### src/rtl/restoring_div_ctrl.sv
// restoring_div_ctrl: sequential unsigned restoring divider, one quotient bit per cycle over a sliced ripple-borrow subtractor
module restoring_div_ctrl #(
    parameter int WIDTH = 8
) (
    input  logic             clk,
    input  logic             rst_n,
    input  logic             start,
    input  logic [WIDTH-1:0] dividend,
    input  logic [WIDTH-1:0] divisor,
    output logic             busy,
    output logic             done,
    output logic [WIDTH-1:0] quotient,
    output logic [WIDTH-1:0] remainder,
    output logic             dbz
);
    localparam int CW = $clog2(WIDTH + 1);
    localparam int NS = WIDTH / 4;
    typedef enum logic [1:0] {IDLE, RUN, DONE} state_t;
    state_t state, state_n;
    logic [WIDTH-1:0] q, r, m, s, d, q_n, r_n;
    logic [CW-1:0] cnt;
    logic [NS:0] b;
    logic acc;
    assign s = {r[WIDTH-2:0], q[WIDTH-1]};
    assign b[0] = 1'b0;
    for (genvar i = 0; i < NS; i++) begin : g_slice
        assign {b[i+1], d[4*i +: 4]} = {1'b0, s[4*i +: 4]} - {1'b0, m[4*i +: 4]} - {4'b0, b[i]};
    end
    assign acc = r[WIDTH-1] | ~b[NS];
    assign r_n = acc ? d : s;
    assign q_n = {q[WIDTH-2:0], acc};
    assign busy = state != IDLE;
    assign done = state == DONE;
    always_comb begin
        state_n = state == IDLE ? (start ? (|divisor ? RUN : DONE) : IDLE)
                : state == RUN  ? (cnt == CW'(1) ? DONE : RUN) : IDLE;
    end
    always_ff @(posedge clk) begin
        if (!rst_n) begin
            state     <= IDLE;
            q         <= '0;
            r         <= '0;
            m         <= '0;
            cnt       <= '0;
            quotient  <= '0;
            remainder <= '0;
            dbz       <= 1'b0;
        end else begin
            state <= state_n;
            if (state == IDLE && start) begin
                if (|divisor) begin
                    q   <= dividend;
                    m   <= divisor;
                    r   <= '0;
                    cnt <= CW'(WIDTH);
                    dbz <= 1'b0;
                end else begin
                    quotient  <= '1;
                    remainder <= dividend;
                    dbz       <= 1'b1;
                end
            end
            if (state == RUN) begin
                q   <= q_n;
                r   <= r_n;
                cnt <= cnt - CW'(1);
                if (cnt == CW'(1)) begin
                    quotient  <= q_n;
                    remainder <= r_n;
                end
            end
        end
    end
endmodule
### config.mk
export PLATFORM = sky130hd
export DESIGN_NAME = restoring_div_ctrl
export DESIGN_NICKNAME = d
export VERILOG_FILES = /design/src/rtl/restoring_div_ctrl.sv
export SDC_FILE = /design/constraint.sdc
export NUM_CORES = 1
export LEC_CHECK = 0
export BUFFER_PORTS_ARGS = -buffer_cell sky130_fd_sc_hd__buf_4
export CORE_ASPECT_RATIO = 0.8
export CORE_MARGIN = 10
export CORE_UTILIZATION = 60
export CTS_CLUSTER_DIAMETER = 80
export CTS_CLUSTER_SIZE = 16
export DETAILED_ROUTE_END_ITERATION = 6
export HOLD_SLACK_MARGIN = 0.15
export PLACE_DENSITY = 0.88
export SYNTH_ARGS = -nofsm -noshare
export SYNTH_HDL_FRONTEND = slang
export SYNTH_SLANG_ARGS = --single-unit
### constraint.sdc
create_clock -name clk -period 5.3 [get_ports clk]
set_clock_uncertainty 0.1 [all_clocks]
set_input_delay 1.06 -clock clk [delete_from_list [all_inputs] [get_ports clk]]
set_output_delay 1.06 -clock clk [all_outputs]
set_load 0.03 [all_outputs]
==> results of run 1 <==
layout make-up:
type | instances | area, um^2
timing repair buffer | 38 | 285
clock buffer | 6 | 82.6
sequential | 47 | 941
tap | 55 | 68.8
fill | 300 | 1040
multi-input combinational | 198 | 1320
clock inverter | 2 | 35.0
inverter | 15 | 56.3
through the flow:
stage          setup WS, ns  hold slack [ns]  total power (W)
2_1_floorplan          1.82            0.339         0.000606
3_3_place_gp           1.43            0.353         0.000653
3_5_place_dp           1.32            0.365         0.000664
4_1_cts                1.21            0.377         0.000937
5_1_grt                1.03            0.408         0.000980
6_report               1.21            0.375         0.000933
placed cells by master (no fill, tap or decap), drive strengths merged, types with 4 or more instances in the layout:
cell type,synthesis,final
dfxtp,47,47
buf,10,38
nand2,36,36
o21ai,29,29
nor2,16,16
inv,15,15
a21oi,13,13
ha,12,12
a21boi,10,10
nor3,9,9
mux2i,8,8
a31oi,7,7
or3,6,6
clkbuf,8,6
nor2b,5,5
xnor2,4,4
power by group through the flow:
stage	Clock (W)	Combinational [W]	Sequential [W]
floorplan	0	0.000194	0.000412
global placement	0	0.000246	0.000408
detailed placement	0	0.000255	0.000409
CTS	0.000276	0.000259	0.000401
global route	0.000288	0.000287	0.000405
finish	0.000274	0.000258	0.000401
critical path, stage by stage, from the launching register on:
cell,delay (ns)
sky130_fd_sc_hd__dfxtp_1,0.32
sky130_fd_sc_hd__inv_1,0.10
sky130_fd_sc_hd__ha_1,0.17
sky130_fd_sc_hd__inv_1,0.05
sky130_fd_sc_hd__fa_1,0.39
sky130_fd_sc_hd__a21o_1,0.20
sky130_fd_sc_hd__a21o_1,0.19
sky130_fd_sc_hd__fa_1,0.43
sky130_fd_sc_hd__fa_1,0.44
sky130_fd_sc_hd__nand2b_1,0.19
sky130_fd_sc_hd__a21oi_2,0.17
sky130_fd_sc_hd__mux2i_2,0.76
sky130_fd_sc_hd__mux2i_1,0.21
sky130_fd_sc_hd__a32o_1,0.29
how the worst max path moves through the flow:
stage / startpoint / end / slack [ns] / depth (start not counted)
3_5_place_dp: q[7] / r[0] / 1.32 / 13
2_1_floorplan: q[7] / remainder[5] / 1.82 / 14
4_1_cts: q[7] / r[0] / 1.21 / 13
6_report: q[7] / r[0] / 1.21 / 13
3_3_place_gp: q[7] / r[0] / 1.43 / 13
5_1_grt: q[7] / r[1] / 1.03 / 13
sequential cells by signal, indices dropped and copies added, names as in the netlist:
name,count
m,8
q,8
quotient,8
r,8
remainder,8
cnt,4
state,2
dbz,1
routing by layer:
metal | wire length, um | global-route usage [%] | vias up
met3 | 448 | 4.86 | 7
met5 | 0 | 0 | -
met1 | 2270 | 17.7 | 968
li1 | - | - | 1021
met2 | 2760 | 27.6 | 63
met4 | 59 | 5.63 | 0
kinds of logic (layout without fill, tap and decap cells):
kind of cell               count (synthesis)  in the layout  share of synthesized area (%)
AOI/OAI and AO/OA                         76             76                           20.0
xor gates and xnor gates                   7              7                           2.54
adders and majority gates                 15             15                           8.71
buffers and inverters                     33             61                           6.53
DFF                                       47             47                           39.0
muxes                                      9              9                           3.94
and+or+nand+nor                           91             91                           19.3
==> summary.md, run 1 <==
| Metric | Value |
|---|---|
| Length of the first detailed-routing pass in iterations | 4 |
| Overall die width | 90.9 um |
| Required time of the critical path | 5.40 ns |
| Clock Tree Root | sky130_fd_sc_hd__clkbuf_8 |
| All-Layer GR Usage | between 10% and 20% |
| CTS max path bufs | 2 |
| Starting DRT DRC Count | a little under 200 |
| Remaining max-slew budget at the tightest pin | 40.8% |
| P_int | about 0.00065 W |
| Switching part of the total | a little under a third |
| Share of the synthesized area in the top cell type | around 39% |
| CTS sink cnt | 47 |
| Cell Count Post-Placement | ~350 |
| Clk network pwr share | just under 30% |
| Slew @ Worst Pin | about 0.87 ns |
| Flop and latch count out of synthesis | 47 |
| Antenna diodes | 0 |
| Share of cells above drive strength 1 | between 15 and 20% |
| Number of I/O port buffers | 37 |
| Kind of path behind the tightest hold check | reg -> reg |
| Synth-to-layout area growth | 15.3% |
| Run status | finished, final reports clean |
| CTS buffer count | 5 |
| IO Count | 38 |
| Total number of H-tree levels | 2 |
| Chip Height | between 70 and 80 um |
| Post-synthesis average cell area | slightly below 9 um^2 |
| Cts repair resizes | 0 |
| Hold Startpoint | m[3] |
| Synthesized netlist cell count | 278 |
| Async set or reset register ratio after synthesis | 0% |
| Most instantiated library cell after synthesis | sky130_fd_sc_hd__dfxtp_1 |
| CTS Hold Bufs | 0 |
| Worst Reg2Reg Path Length in Cells | 13 |
| Commonest register cell after synthesis | sky130_fd_sc_hd__dfxtp_1 |
| Fin crit share | between 70% and 80% |
| Clock-pin transition on the worst setup and hold timing paths | about 0.08 ns |
| Maximum number of pins on one net before global-route repair | 44 |
| Launch point of the worst reg-to-reg path | q[7] |
| Setup Crit Path Kind | reg -> reg |
| Syn. warnings | 0 |
| Leak pwr | 1.19 nW |
| Cell area after layout | between 2000 and 3000 um^2 |
| Crit path arrival time | about 4.2 ns |
| Portion of the post-synthesis area used by sequential elements | 39.0% |
| Starting density of the core | a little over three fifths |
| Number of max-slew violations in the final report | 0 |
| Routed len/inst | 15.3 um |
| Mean number of vias per cell | 5.70 |
| VDD IR max | around 0.22 mV |
| Via count of the first global-routing pass | between 2000 and 2500 |
| Hold Crit Depth | 2 |
| Count of flip-flops with a built-in enable after synthesis | 0 |
| Total Die Area | about 7000 um^2 |
| Leading area contributor after synthesis | sky130_fd_sc_hd__dfxtp_1 |
| Unique masters post-synth | 52 |
| Relative contribution of combinational cells to total power | 27.7% |
| Number of antenna violations at the first check in global routing | 0 |
| Placeable core area | roughly 3800 um^2 |
| Final #Nets | 339 |
| Max Fclk | roughly 240 MHz |
| Clock period minus worst slack | 4.09 ns |
| First-pass GRT wire length | 9.27 mm |
| Nature of the critical path startpoint | flip-flop |
| Share of power burned in registers | between 40% and 50% |
| P_sw | a little under 0.0003 W |
| Final Util | 72.7% |
| Remaining number of nets flagged by the antenna check after routing | 0 |
| Congestion Overflow GR | 0 |
| Endpoint of the most critical register-to-register path | r[0] |
| Critical path capture point type | flip-flop |
| Setup repair after global routing missed its margin | no |
| Register-to-register setup slack | ~1.2 ns |
| Number of placement rows | 20 |
| Postcts setup bufs | 0 |
| Final TNS setup | 0 ns |
| Syn nets | roughly 310 |
| DP HPWL | 3.94 mm |
| Count of unresolved DRC violations after routing | 0 |
| Final instance count without filler cells | about 360 |
| Routed wire length | 5.54 mm |
| Top cells by area, synth | sky130_fd_sc_hd__dfxtp_1, sky130_fd_sc_hd__ha_1, sky130_fd_sc_hd__nand2_1 |
| Total placed instance area | roughly 2700 um^2 |
| Clock tree from TritonCTS | yes |
| Setup violators final | 0 |
| Commonest cells post-synth | sky130_fd_sc_hd__dfxtp_1, sky130_fd_sc_hd__nand2_1, sky130_fd_sc_hd__o21ai_0 |
| Critical Path Fanout Max | 13 |
| Final number of hold-violating endpoints | 0 |
| Clock latency on the worst-skew pair | 0.30 ns |
| Endpoint with the worst hold slack | m[3] |
| Routability cong. | slightly below 0.9 |
| Combined area of all synthesized cells | roughly 2400 um^2 |
| Number of violations of the max-capacitance limit | 0 |
| Detailed-route via count | 2059 |
| Pwr Density | between 300 and 400 nW/um^2 |
Note: power is estimated with default switching activity, not from simulation.
==> run 2: changes to the inputs <==
--- a/config.mk
+++ b/config.mk
@@ -8,12 +8,12 @@
 export BUFFER_PORTS_ARGS = -buffer_cell sky130_fd_sc_hd__buf_4
 export CORE_ASPECT_RATIO = 0.8
 export CORE_MARGIN = 10
-export CORE_UTILIZATION = 60
+export CORE_UTILIZATION = 56
 export CTS_CLUSTER_DIAMETER = 80
 export CTS_CLUSTER_SIZE = 16
 export DETAILED_ROUTE_END_ITERATION = 6
 export HOLD_SLACK_MARGIN = 0.15
-export PLACE_DENSITY = 0.88
+export PLACE_DENSITY = 0.83
 export SYNTH_ARGS = -nofsm -noshare
 export SYNTH_HDL_FRONTEND = slang
 export SYNTH_SLANG_ARGS = --single-unit
==> constraint.sdc (replaced) <==
create_clock -name clk -period 4.3 [get_ports clk]
set_clock_uncertainty 0.1 [all_clocks]
set_input_delay 0.86 -clock clk [delete_from_list [all_inputs] [get_ports clk]]
set_output_delay 0.86 -clock clk [all_outputs]
set_load 0.03 [all_outputs]
==> run 2 against run 1 <==
Net effect: first-iteration DRC count is 15% lower; power up 28%; final area increased by 0.90%; sequential cell count did not move; critical path type unchanged; combinational power is 26% higher; maximum frequency rose by 13%; worst setup slack got worse by 0.53 ns; highest routed layer unchanged; register-to-register slack lost 0.53 ns; sequential share of layout area shrank 0.30 points.
==> summary.md, run 2 (same netlist as run 1, synthesis figures left out) <==
| Metric | Value |
|---|---|
| Via count of the first global-routing pass | roughly 1900 |
| Placeable core area | around 4200 um^2 |
| Mean number of vias per cell | about 5.6 |
| Setup violators final | 0 |
| CTS buffer count | 5 |
| Final #Nets | 340 |
| Clock latency on the worst-skew pair | roughly 0.29 ns |
| Final number of hold-violating endpoints | 0 |
| Clock period minus worst slack | 3.62 ns |
| Number of violations of the max-capacitance limit | 0 |
| Cell area after layout | 2810 um^2 |
| Setup Crit Path Kind | reg -> reg |
| All-Layer GR Usage | between 10% and 20% |
| Register-to-register setup slack | between 0.6 and 0.7 ns |
| Number of placement rows | 21 |
| Number of max-slew violations in the final report | 0 |
| DP HPWL | 3.96 mm |
| Clock-pin transition on the worst setup and hold timing paths | 0.08 ns |
| Fin crit share | ~84% |
| Detailed-route via count | 2042 |
| Count of unresolved DRC violations after routing | 0 |
| Routed len/inst | roughly 15 um |
| Clock tree from TritonCTS | yes |
| Required time of the critical path | around 4.4 ns |
| Critical path capture point type | flip-flop |
| Critical Path Fanout Max | 13 |
| Routability cong. | approximately 0.86 |
| Kind of path behind the tightest hold check | reg -> reg |
| Chip Height | between 70 and 80 um |
| Crit path arrival time | approximately 3.7 ns |
| Total Die Area | roughly 7400 um^2 |
| Number of antenna violations at the first check in global routing | 0 |
| Postcts setup bufs | 0 |
| Worst Reg2Reg Path Length in Cells | 14 |
| Number of I/O port buffers | 37 |
| IO Count | 38 |
| Pwr Density | approximately 430 nW/um^2 |
| Share of cells above drive strength 1 | 18.2% |
| Overall die width | a little over 90 um |
| Layout fillers | 331 |
| CTS Hold Bufs | 0 |
| CP max stage cell | sky130_fd_sc_hd__fa_1 |
| Leak pwr | about 1.2 nW |
| Routed wire length | 5.42 mm |
| Cts repair resizes | 0 |
| Antenna diodes | 0 |
| Endpoint of the most critical register-to-register path | remainder[7] |
| Remaining max-slew budget at the tightest pin | a little over a quarter |
| Max Fclk | roughly 280 MHz |
| Length of the first detailed-routing pass in iterations | 4 |
| First-pass GRT wire length | between 9 and 10 mm |
| Top cell by count, worst path | sky130_fd_sc_hd__fa_1 |
| Final TNS setup | 0 ns |
| Cell-by-cell trace of the critical path | inv_1 -> ha_1 -> inv_1 -> fa_1 -> a21o_1 -> a21o_1 -> fa_1 -> fa_1 -> nand2b_1 -> a21oi_2 -> mux2i_2 -> buf_4 -> mux2i_1 -> a21oi_2 |
| Maximum number of pins on one net before global-route repair | 44 |
| Multi-input gate area in the final layout | around 1300 um^2 |
| Synth-to-layout area growth | 16.4% |
| Starting density of the core | approximately 58% |
| Area of all sequential standard cells | about 940 um^2 |
| Most frequent cells in the layout | sky130_fd_sc_hd__dfxtp_1, sky130_fd_sc_hd__buf_4, sky130_fd_sc_hd__nand2_1 |
| Launch point of the critical path | q[7] |
| Starting DRT DRC Count | between 150 and 200 |
| Biggest cell delay along the critical path | between 0.4 and 0.5 ns |
| Most common cell after layout, fill and taps aside | sky130_fd_sc_hd__dfxtp_1 |
| Worst Setup EP | remainder[7] |
| Total number of H-tree levels | 2 |
| Final Util | 67.2% |
| Run status | finished, final reports clean |
| Total placed instance area | 2680 um^2 |
| Slew @ Worst Pin | 1.10 ns |
| Congestion Overflow GR | 0 |
| Remaining number of nets flagged by the antenna check after routing | 0 |
| Setup repair after global routing missed its margin | no |
| CTS max path bufs | 2 |
| Launch point of the worst reg-to-reg path | q[7] |
| Nature of the critical path startpoint | flip-flop |
| Clock Tree Root | sky130_fd_sc_hd__clkbuf_8 |
| VDD IR max | between 0.2 and 0.3 mV |
| CTS sink cnt | 47 |
-- run 2: cell count changes in the layout (fill, tap and decap cells not counted), sizes merged --
cell,delta
clkinv,-1
buf,+1
bufinv,+1
-- run 2: critical path: cells and delay by family (launching register included) --
kind | cells | cell delay [ns]
AO/OA/AOI/OAI | 4 | 0.62
adder cells (fa/ha/maj) | 4 | 1.37
AND/OR/NAND/NOR | 1 | 0.17
flip-flops | 1 | 0.30
buffers and inverters | 3 | 0.37
multiplexers | 2 | 0.52
-- run 2: layout make-up --
class | instances | area share, %
clock buffers | 6 | 2.58
clock inverters | 2 | 2.14
inverters | 15 | 2.00
multi-input cells | 198 | 46.8
flip-flops and latches | 47 | 33.5
well taps | 57 | 2.54
repair buffers | 39 | 10.4
-- run 2: worst min path at each step --
stage / start / end / slack (ns) / depth (start not counted)
CTS: m[5] / m[5] / 0.37 / 2
global placement: m[2] / m[2] / 0.35 / 2
detailed placement: m[5] / m[5] / 0.36 / 2
floorplan: r[5] / r[5] / 0.34 / 2
global route: m[7] / m[7] / 0.39 / 2
finish: m[5] / m[5] / 0.36 / 2
-- run 2: stage by stage --
step                power (W)  std cells  hold slack, ns  setup WS, ns
finish                0.00119        364           0.364         0.679
global placement     0.000812        356           0.351         0.792
detailed placement   0.000825        356           0.357         0.707
global route          0.00126        364           0.390         0.452
CTS                   0.00120        364           0.369         0.687
floorplan            0.000747        278           0.339         0.818
-- run 2: layer usage --
layer	up-vias	GRT usage, %	routed length [um]
met5	-	0	0
met4	0	5.23	80
met3	8	4.51	359
met2	59	23.3	2600
met1	953	19.2	2380
li1	1022	-	-
-- run 2: power by group --
group	internal, W	switching [W]
registers	0.000468	0.0000262
clock network	0.000232	0.000145
logic	0.000144	0.000180
total	0.000844	0.000351
